==> config.mk <==
export PLATFORM = sky130hd
export DESIGN_NAME = led_pattern_ctrl_flat
export DESIGN_NICKNAME = d
export VERILOG_FILES = /design/src/rtl/led_pattern_ctrl_if.sv /design/src/rtl/led_pattern_ctrl.sv /design/src/flat_wrapper.sv
export SDC_FILE = /design/constraint.sdc
export NUM_CORES = 1
export LEC_CHECK = 0
export CORE_ASPECT_RATIO = 0.9
export CORE_MARGIN = 2
export CORE_UTILIZATION = 44
export DETAILED_ROUTE_END_ITERATION = 8
export GPL_ROUTABILITY_DRIVEN = 0
export PLACE_DENSITY = 0.74
export SYNTH_ARGS = -nofsm -noshare
export SYNTH_HDL_FRONTEND = slang
export SYNTH_SLANG_ARGS = --single-unit
==> constraint.sdc <==
create_clock -name clk_50m -period 2.7 [get_ports clk_50m]
set_input_delay 0.405 -clock clk_50m [delete_from_list [all_inputs] [get_ports clk_50m]]
set_output_delay 0.405 -clock clk_50m [all_outputs]
set_load 0.02 [all_outputs]
==> src/rtl/led_pattern_ctrl_if.sv <==
// External requester handshake for the LED bank: request level, requested pattern
// and the registered grant returned by the controller.
interface led_pattern_ctrl_if #(
    parameter int unsigned LED_W = 6
);
    logic             ext_req;
    logic [LED_W-1:0] ext_led;
    logic             ext_gnt;

    modport master (
        output ext_req,
        output ext_led,
        input  ext_gnt
    );

    modport slave (
        input  ext_req,
        input  ext_led,
        output ext_gnt
    );
endinterface

==> src/rtl/led_pattern_ctrl.sv <==
// LED bank sequencer: four tick-driven patterns selected by a debounced push button,
// with an external requester able to take over the LEDs while pattern state freezes.
module led_pattern_ctrl #(
    parameter int unsigned LED_W        = 6,
    parameter int unsigned TICK_DIV     = 5_000_000,
    parameter int unsigned DEBOUNCE_CYC = 1_000_000
) (
    input  logic              clk_50m,
    input  logic              reset_n,
    input  logic              key_n,
    led_pattern_ctrl_if.slave ext,
    output logic [1:0]        mode,
    output logic [LED_W-1:0]  led
);

    localparam int unsigned TW  = $clog2(TICK_DIV);
    localparam int unsigned DBW = $clog2(DEBOUNCE_CYC);
    localparam logic [TW-1:0]  TickLast = TW'(TICK_DIV - 1);
    localparam logic [DBW-1:0] DbLast   = DBW'(DEBOUNCE_CYC - 1);

    typedef enum logic [1:0] {
        ModeShift  = 2'd0,
        ModeBounce = 2'd1,
        ModeBlink  = 2'd2,
        ModeCount  = 2'd3
    } mode_e;

    logic             r_key_meta;
    logic             r_key_sync;
    logic             r_key_db;
    logic [DBW-1:0]   r_db_cnt;
    logic [TW-1:0]    r_tick_cnt;
    logic [LED_W-1:0] r_pat;
    logic             r_dir_left;
    mode_e            r_mode;
    logic             r_ext_gnt;
    logic [LED_W-1:0] r_led;

    logic             w_db_accept;
    logic             w_press;
    logic             w_tick;
    mode_e            w_mode_next;
    logic [LED_W-1:0] w_init_pat;
    logic [LED_W-1:0] w_step_pat;
    logic             w_step_dir_left;

    // Key synchronizer and debounce; the debounced level starts released.
    always_ff @(posedge clk_50m or negedge reset_n) begin
        if (!reset_n) begin
            r_key_meta <= 1'b1;
            r_key_sync <= 1'b1;
            r_key_db   <= 1'b1;
            r_db_cnt   <= '0;
        end else begin
            r_key_meta <= key_n;
            r_key_sync <= r_key_meta;
            if (r_key_sync == r_key_db) begin
                r_db_cnt <= '0;
            end else if (w_db_accept) begin
                r_key_db <= r_key_sync;
                r_db_cnt <= '0;
            end else begin
                r_db_cnt <= r_db_cnt + DBW'(1);
            end
        end
    end

    assign w_db_accept = (r_key_sync != r_key_db) && (r_db_cnt == DbLast);
    assign w_press     = w_db_accept && !r_key_sync;
    assign w_tick      = !r_ext_gnt && (r_tick_cnt == TickLast);
    assign w_mode_next = mode_e'(r_mode + 2'd1);

    always_comb begin
        w_init_pat = '0;
        if (w_mode_next == ModeShift || w_mode_next == ModeBounce) begin
            w_init_pat = LED_W'(1);
        end
    end

    always_comb begin
        w_step_pat      = r_pat;
        w_step_dir_left = r_dir_left;
        unique case (r_mode)
            ModeShift:  w_step_pat = {r_pat[LED_W-2:0], r_pat[LED_W-1]};
            ModeBounce: begin
                if (r_dir_left) begin
                    w_step_pat      = r_pat << 1;
                    w_step_dir_left = !w_step_pat[LED_W-1];
                end else begin
                    w_step_pat      = r_pat >> 1;
                    w_step_dir_left = w_step_pat[0];
                end
            end
            ModeBlink:  w_step_pat = ~r_pat;
            ModeCount:  w_step_pat = r_pat + LED_W'(1);
            default:    w_step_pat = r_pat;
        endcase
    end

    // A press overrides a coincident tick and is honoured even while granted.
    always_ff @(posedge clk_50m or negedge reset_n) begin
        if (!reset_n) begin
            r_mode     <= ModeShift;
            r_pat      <= LED_W'(1);
            r_dir_left <= 1'b1;
            r_tick_cnt <= '0;
        end else if (w_press) begin
            r_mode     <= w_mode_next;
            r_pat      <= w_init_pat;
            r_dir_left <= 1'b1;
            r_tick_cnt <= '0;
        end else if (!r_ext_gnt) begin
            if (w_tick) begin
                r_tick_cnt <= '0;
                r_pat      <= w_step_pat;
                r_dir_left <= w_step_dir_left;
            end else begin
                r_tick_cnt <= r_tick_cnt + TW'(1);
            end
        end
    end

    always_ff @(posedge clk_50m or negedge reset_n) begin
        if (!reset_n) begin
            r_ext_gnt <= 1'b0;
            r_led     <= '0;
        end else begin
            r_ext_gnt <= ext.ext_req;
            r_led     <= r_ext_gnt ? ext.ext_led : r_pat;
        end
    end

    assign ext.ext_gnt = r_ext_gnt;
    assign mode        = r_mode;
    assign led         = r_led;

endmodule

==> src/flat_wrapper.sv <==
// flat-port wrapper written by rule: the top's interface ports become plain ports
module led_pattern_ctrl_flat 
#(
    parameter int unsigned LED_W        = 6,
    parameter int unsigned TICK_DIV     = 5_000_000,
    parameter int unsigned DEBOUNCE_CYC = 1_000_000
)
  (clk_50m, reset_n, key_n, mode, led, ext_ext_req, ext_ext_led, ext_ext_gnt);
  led_pattern_ctrl_if #(.LED_W(LED_W)) ext_i ();
  input  logic clk_50m;
  input  logic reset_n;
  input  logic key_n;
  output logic [1:0] mode;
  output logic [LED_W-1:0] led;
  input wire logic [$bits(ext_i.ext_req)-1:0] ext_ext_req;
  input wire logic [$bits(ext_i.ext_led)-1:0] ext_ext_led;
  output wire logic [$bits(ext_i.ext_gnt)-1:0] ext_ext_gnt;
  assign ext_i.ext_req = ext_ext_req;
  assign ext_i.ext_led = ext_ext_led;
  assign ext_ext_gnt = ext_i.ext_gnt;
  led_pattern_ctrl #(.LED_W(LED_W), .TICK_DIV(TICK_DIV), .DEBOUNCE_CYC(DEBOUNCE_CYC)) u_core (.clk_50m(clk_50m), .reset_n(reset_n), .key_n(key_n), .ext(ext_i), .mode(mode), .led(led));
endmodule
==> run summary, run 1 <==
The violation count after the first detailed-routing iteration is 208. The internal power came out at 1.660 mW. The synthesized netlist devotes 10.47% of its cell area to compound gates. The H-tree was split into 3 levels. The tree is rooted in a sky130_fd_sc_hd__clkbuf_8. The max capacitance violation total came out at 0. After synthesis, the cell types taking the most area are sky130_fd_sc_hd__dfrtp_1 (42%), sky130_fd_sc_hd__xnor2_1 (5.5%), sky130_fd_sc_hd__nor2_1 (4.7%). The number of instances in the synthesized netlist is 357. The buffer depth of the longest clock path is 2.

Headroom to the max-slew limit came out at 41.01%. The number of nets in the final layout is 397. The number of sinks handled by clock tree synthesis came out at 62. Dividing the synthesized area by the synthesized cell count gives 9.438 µm². After global routing the overflow that remains totals 0.

The average detailed-routed wire length per instance is 15.30 µm. In this run the worst path has a maximum fanout of 25. The total of fill cells in the finished design is 658. The total number of vias is 2,797. The share of total power in sequential cells came out at 47.5%. The number of buffer cells added on primary ports is 18. Relative to the synthesized area, the layout overhead comes to 15.60%. The number of remaining DRC errors came out at 0. The number of cells on the worst reg-to-reg path came out at 5. Setup total negative slack on the finished layout was measured at 0 ns. Once the floorplan was initialized, standard cells occupied 45.11% of the core. The count of hold buffers inserted by post-cts repair came out at 0. In this run, CTS created clock tree buffers numbering 9. The final clock period utilization by the worst path came out at 88.13%. Among all flip-flop cells after synthesis, the most frequent one is sky130_fd_sc_hd__dfrtp_1. The largest net degree at the start of global routing is 37. The count of different cell masters after synthesis came out at 50.

The die boundary height came out at 87.02 µm. Registers take 1558 µm². The clock insertion delay at the later pin of the skew report is 0.34 ns.

The number of top-level pins is 19. Overall power consumption after layout is estimated at 2.161 mW. The power density of the placed cells is 554.7 nW/µm². The cell with the most instances after synthesis is sky130_fd_sc_hd__dfrtp_1. The static leakage came out at 1.582 nW.

The number of resized instances in the post-cts repair step is 0. The clock-pin slew on the worst setup and hold paths came out at 0.07 ns. The via density per instance came out at 5.815. Timing would allow up to 420.3 MHz. The routed wire length on met2 came out at 3.509 mm. The global-route wire length before repair came out at 12.34 mm. The die boundary width is 96.25 µm. The data required time at the worst endpoint is 2.96 ns. The global-route usage over all layers came out at 18.75%. The area share of and/or/nand/nor cells after synthesis came out at 28.07%. For the finished layout, the period the worst path requires is 2.379 ns. Setup repair after global routing left no endpoint under its margin. The total half-perimeter wirelength after legalization and detailed placement is 5.047 mm. The number of synthesis warnings came out at 0. The proportion of power drawn by the clock network is 45.3%.

The row count came out at 30. The first-pass detailed-route iteration total came out at 4. The detailed router used layers up to and including met4. STA classifies the critical path endpoint as a flip-flop. Cells with a size suffix above 1 make up 9.610% of the layout. The setup violation total in the final timing report came out at 0. The post-synthesis xor/xnor area fraction came out at 7.798%. The number of slew-limit violations in the final report came out at 0. The number of nets in the synthesized netlist came out at 374. The area share of the largest cell type after synthesis is 42.33%. In this run, the combinational gates consume 7.2% of the power.

After Yosys synthesis, full adders, half adders and majority gates account for 2.599% of the synthesized area. The critical path is of the reg2reg type. The number of antenna diodes is 0. The initial antenna violation count came out at 0.

The path class of the tightest hold or removal check is in2async. The synthesized netlist occupies a cell area of 3369 µm². The reg2reg setup slack is 0.32 ns. In this run the critical register-to-register path is launched from u_core.r_db_cnt[12].

The sequential area share after synthesis is 46.23%. The post-synthesis mux area share is 2.228%. Buffers added to address setup during post-CTS repair amount to 0. After synthesis, the largest family of logic cells by area is simple AND/OR/NAND/NOR gates. In this run the critical register-to-register path is captured at u_core.r_tick_cnt[20]. The number of synthesized register bits came out at 62. The switching component of the power came out at 500.2 µW.

The total routed wire length on the met1 layer is 3.383 mm. The switching power share of the total is 23.15%. The final hold violation count is 0. sky130_fd_sc_hd__dfrtp_1 takes more of the synthesized area than any other cell.

The area inside the core boundary is 7470 µm². The area of the die came out at 8375 µm². The routed wire length is 7.357 mm. The met3 wirelength from detailed routing came out at 410 µm.

The data arrival at the endpoint of the critical path is 2.64 ns. The via count of the first global-routing pass came out at 2,608. In this run, synthesis inferred 0 flip-flops with an integrated enable.

The pin slew with the least headroom to its limit came out at 0.8796 ns. Sorting the synthesized cells by how often they occur yields sky130_fd_sc_hd__dfrtp_1 (57), sky130_fd_sc_hd__nor2_1 (42), sky130_fd_sc_hd__nand2_1 (35), sky130_fd_sc_hd__nand3_1 (21), sky130_fd_sc_hd__xnor2_1 (21). The maximum ir drop on the vdd rail came out at 0.0002945 V. Counting flops with an async set or reset pin after synthesis yields a share of 100.0%. The worst clock skew on the final layout is 0.006435 ns. TritonCTS built the clock tree. The area taken by multi-input logic gates came out at 1724 µm².

The worst setup path is launched from a flip-flop. The run finished with clean final reports. The number of nets with antenna violations after routing came out at 0. The launching element of the worst setup path is u_core.r_db_cnt[12].
==> logic make-up after synthesis <==
| group | after synthesis |
|---|---|
| AO/OA/AOI/OAI | 57 |
| XOR/XNOR | 30 |
| adder cells (fa/ha/maj) | 7 |
| buffers and inverters | 20 |
| flip-flops | 62 |
| multiplexers | 7 |
| AND/OR/NAND/NOR | 174 |
==> per-stage QoR <==
stage / setup WS (ns) / hold slack [ns] / cells / util (%) / cell area (µm²)
6_report: 0.3206 / 0.07112 / 481 / 52.14 / 3895
5_1_grt: 0.2007 / 0.1141 / 481 / 52.14 / 3895
4_1_cts: 0.3452 / 0.08809 / 481 / 52.14 / 3895
3_5_place_dp: 0.3620 / 0.3468 / 465 / 48.96 / 3657
3_3_place_gp: 0.4443 / 0.3483 / 465 / 48.96 / 3657
2_1_floorplan: 0.6755 / 0.1094 / 357 / - / 3369
==> registers in the layout, indices dropped and copies added, names as in the netlist <==
signal and flops:
u_core.ext.ext_gnt 1, u_core.led 6, u_core.mode 2, u_core.r_db_cnt 20, u_core.r_dir_left 1, u_core.r_key_db 1, u_core.r_key_meta 1, u_core.r_key_sync 1
u_core.r_pat 6, u_core.r_tick_cnt 23
==> layer usage <==
layer  up-vias  global-route usage [%]
met5         -                       0
met4         0                   5.195
met3         7                   5.541
met2        81                   29.17
met1      1381                   25.49
li1       1328                       -
==> worst max-delay path by stage <==
| stage | slack (ns) | cells after the start | endpoint |
|---|---|---|---|
| finish | 0.32 | 5 | u_core.r_tick_cnt[20] |
| detailed placement | 0.36 | 5 | u_core.r_tick_cnt[20] |
| floorplan | 0.68 | 5 | u_core.r_tick_cnt[17] |
| global placement | 0.44 | 5 | u_core.r_tick_cnt[14] |
| global route | 0.20 | 5 | u_core.r_tick_cnt[20] |
| CTS | 0.35 | 5 | u_core.r_tick_cnt[20] |
==> power by group through the flow <==
| stage | Combinational, mW | Clock (mW) | Sequential (mW) |
|---|---|---|---|
| final | 0.155 | 0.980 | 1.03 |
| after global routing | 0.174 | 1.04 | 1.03 |
| after CTS | 0.158 | 1.00 | 1.03 |
| after detailed placement | 0.157 | 0 | 1.04 |
| after global placement | 0.151 | 0 | 1.04 |
| after floorplan | 0.0903 | 0 | 1.04 |
==> placed cells by master (no fill, tap or decap), types with 3 or more instances in the layout <==
| master | synthesis | routed |
|---|---|---|
| sky130_fd_sc_hd__a222oi_1 | 3 | 3 |
| sky130_fd_sc_hd__mux2i_1 | 3 | 3 |
| sky130_fd_sc_hd__nand2_1 | 35 | 35 |
| sky130_fd_sc_hd__ha_1 | 7 | 7 |
| sky130_fd_sc_hd__nand3_1 | 21 | 21 |
| sky130_fd_sc_hd__clkdlybuf4s50_1 | 0 | 17 |
| sky130_fd_sc_hd__and4_1 | 6 | 6 |
| sky130_fd_sc_hd__dfstp_2 | 5 | 5 |
| sky130_fd_sc_hd__or3_1 | 11 | 11 |
| sky130_fd_sc_hd__nor2_1 | 42 | 42 |
| sky130_fd_sc_hd__o21ai_0 | 18 | 18 |
| sky130_fd_sc_hd__and3_1 | 4 | 4 |
| sky130_fd_sc_hd__xnor2_1 | 21 | 21 |
| sky130_fd_sc_hd__xor2_1 | 9 | 9 |
| sky130_fd_sc_hd__buf_4 | 0 | 3 |
| sky130_fd_sc_hd__nor4bb_1 | 3 | 3 |
| sky130_fd_sc_hd__nor3_1 | 11 | 11 |
| sky130_fd_sc_hd__a21oi_1 | 19 | 19 |
| sky130_fd_sc_hd__bufinv_16 | 0 | 3 |
| sky130_fd_sc_hd__inv_1 | 10 | 10 |
| sky130_fd_sc_hd__nor2b_1 | 6 | 6 |
| sky130_fd_sc_hd__nor4_1 | 3 | 3 |
| sky130_fd_sc_hd__or4_1 | 7 | 7 |
| sky130_fd_sc_hd__o31ai_1 | 5 | 5 |
| sky130_fd_sc_hd__clkbuf_8 | 0 | 9 |
| sky130_fd_sc_hd__dfrtp_1 | 57 | 57 |
| sky130_fd_sc_hd__mux2_2 | 4 | 4 |
| sky130_fd_sc_hd__nand4_1 | 11 | 11 |
==> area by class of cell <==
type	instances	area share, %
Clock buffer	10	3.277
Multi-Input combinational cell	275	44.27
Timing Repair Buffer	22	5.589
Sequential cell	62	39.99
Inverter	10	0.9637
Tap cell	96	3.084
Clock inverter	6	2.827
==> critical path, cell delays in order, from the launching register on <==
cell and delay (ns):
sky130_fd_sc_hd__dfrtp_1 0.44, sky130_fd_sc_hd__or4b_4 0.57, sky130_fd_sc_hd__nor3_4 0.28, sky130_fd_sc_hd__a21boi_2 0.28, sky130_fd_sc_hd__or4_1 0.56, sky130_fd_sc_hd__a21oi_1 0.17
(Power assumes the default switching activity.)
==> inputs of run 2 (changes only) <==
--- a/config.mk
+++ b/config.mk
@@ -11,6 +11,7 @@
 export DETAILED_ROUTE_END_ITERATION = 8
 export GPL_ROUTABILITY_DRIVEN = 0
 export PLACE_DENSITY = 0.74
+export SLEW_MARGIN = 20
 export SYNTH_ARGS = -nofsm -noshare
 export SYNTH_HDL_FRONTEND = slang
 export SYNTH_SLANG_ARGS = --single-unit
==> results of run 2 <==
Same layout as run 1: the final DEF is identical, and so are final timing and power.
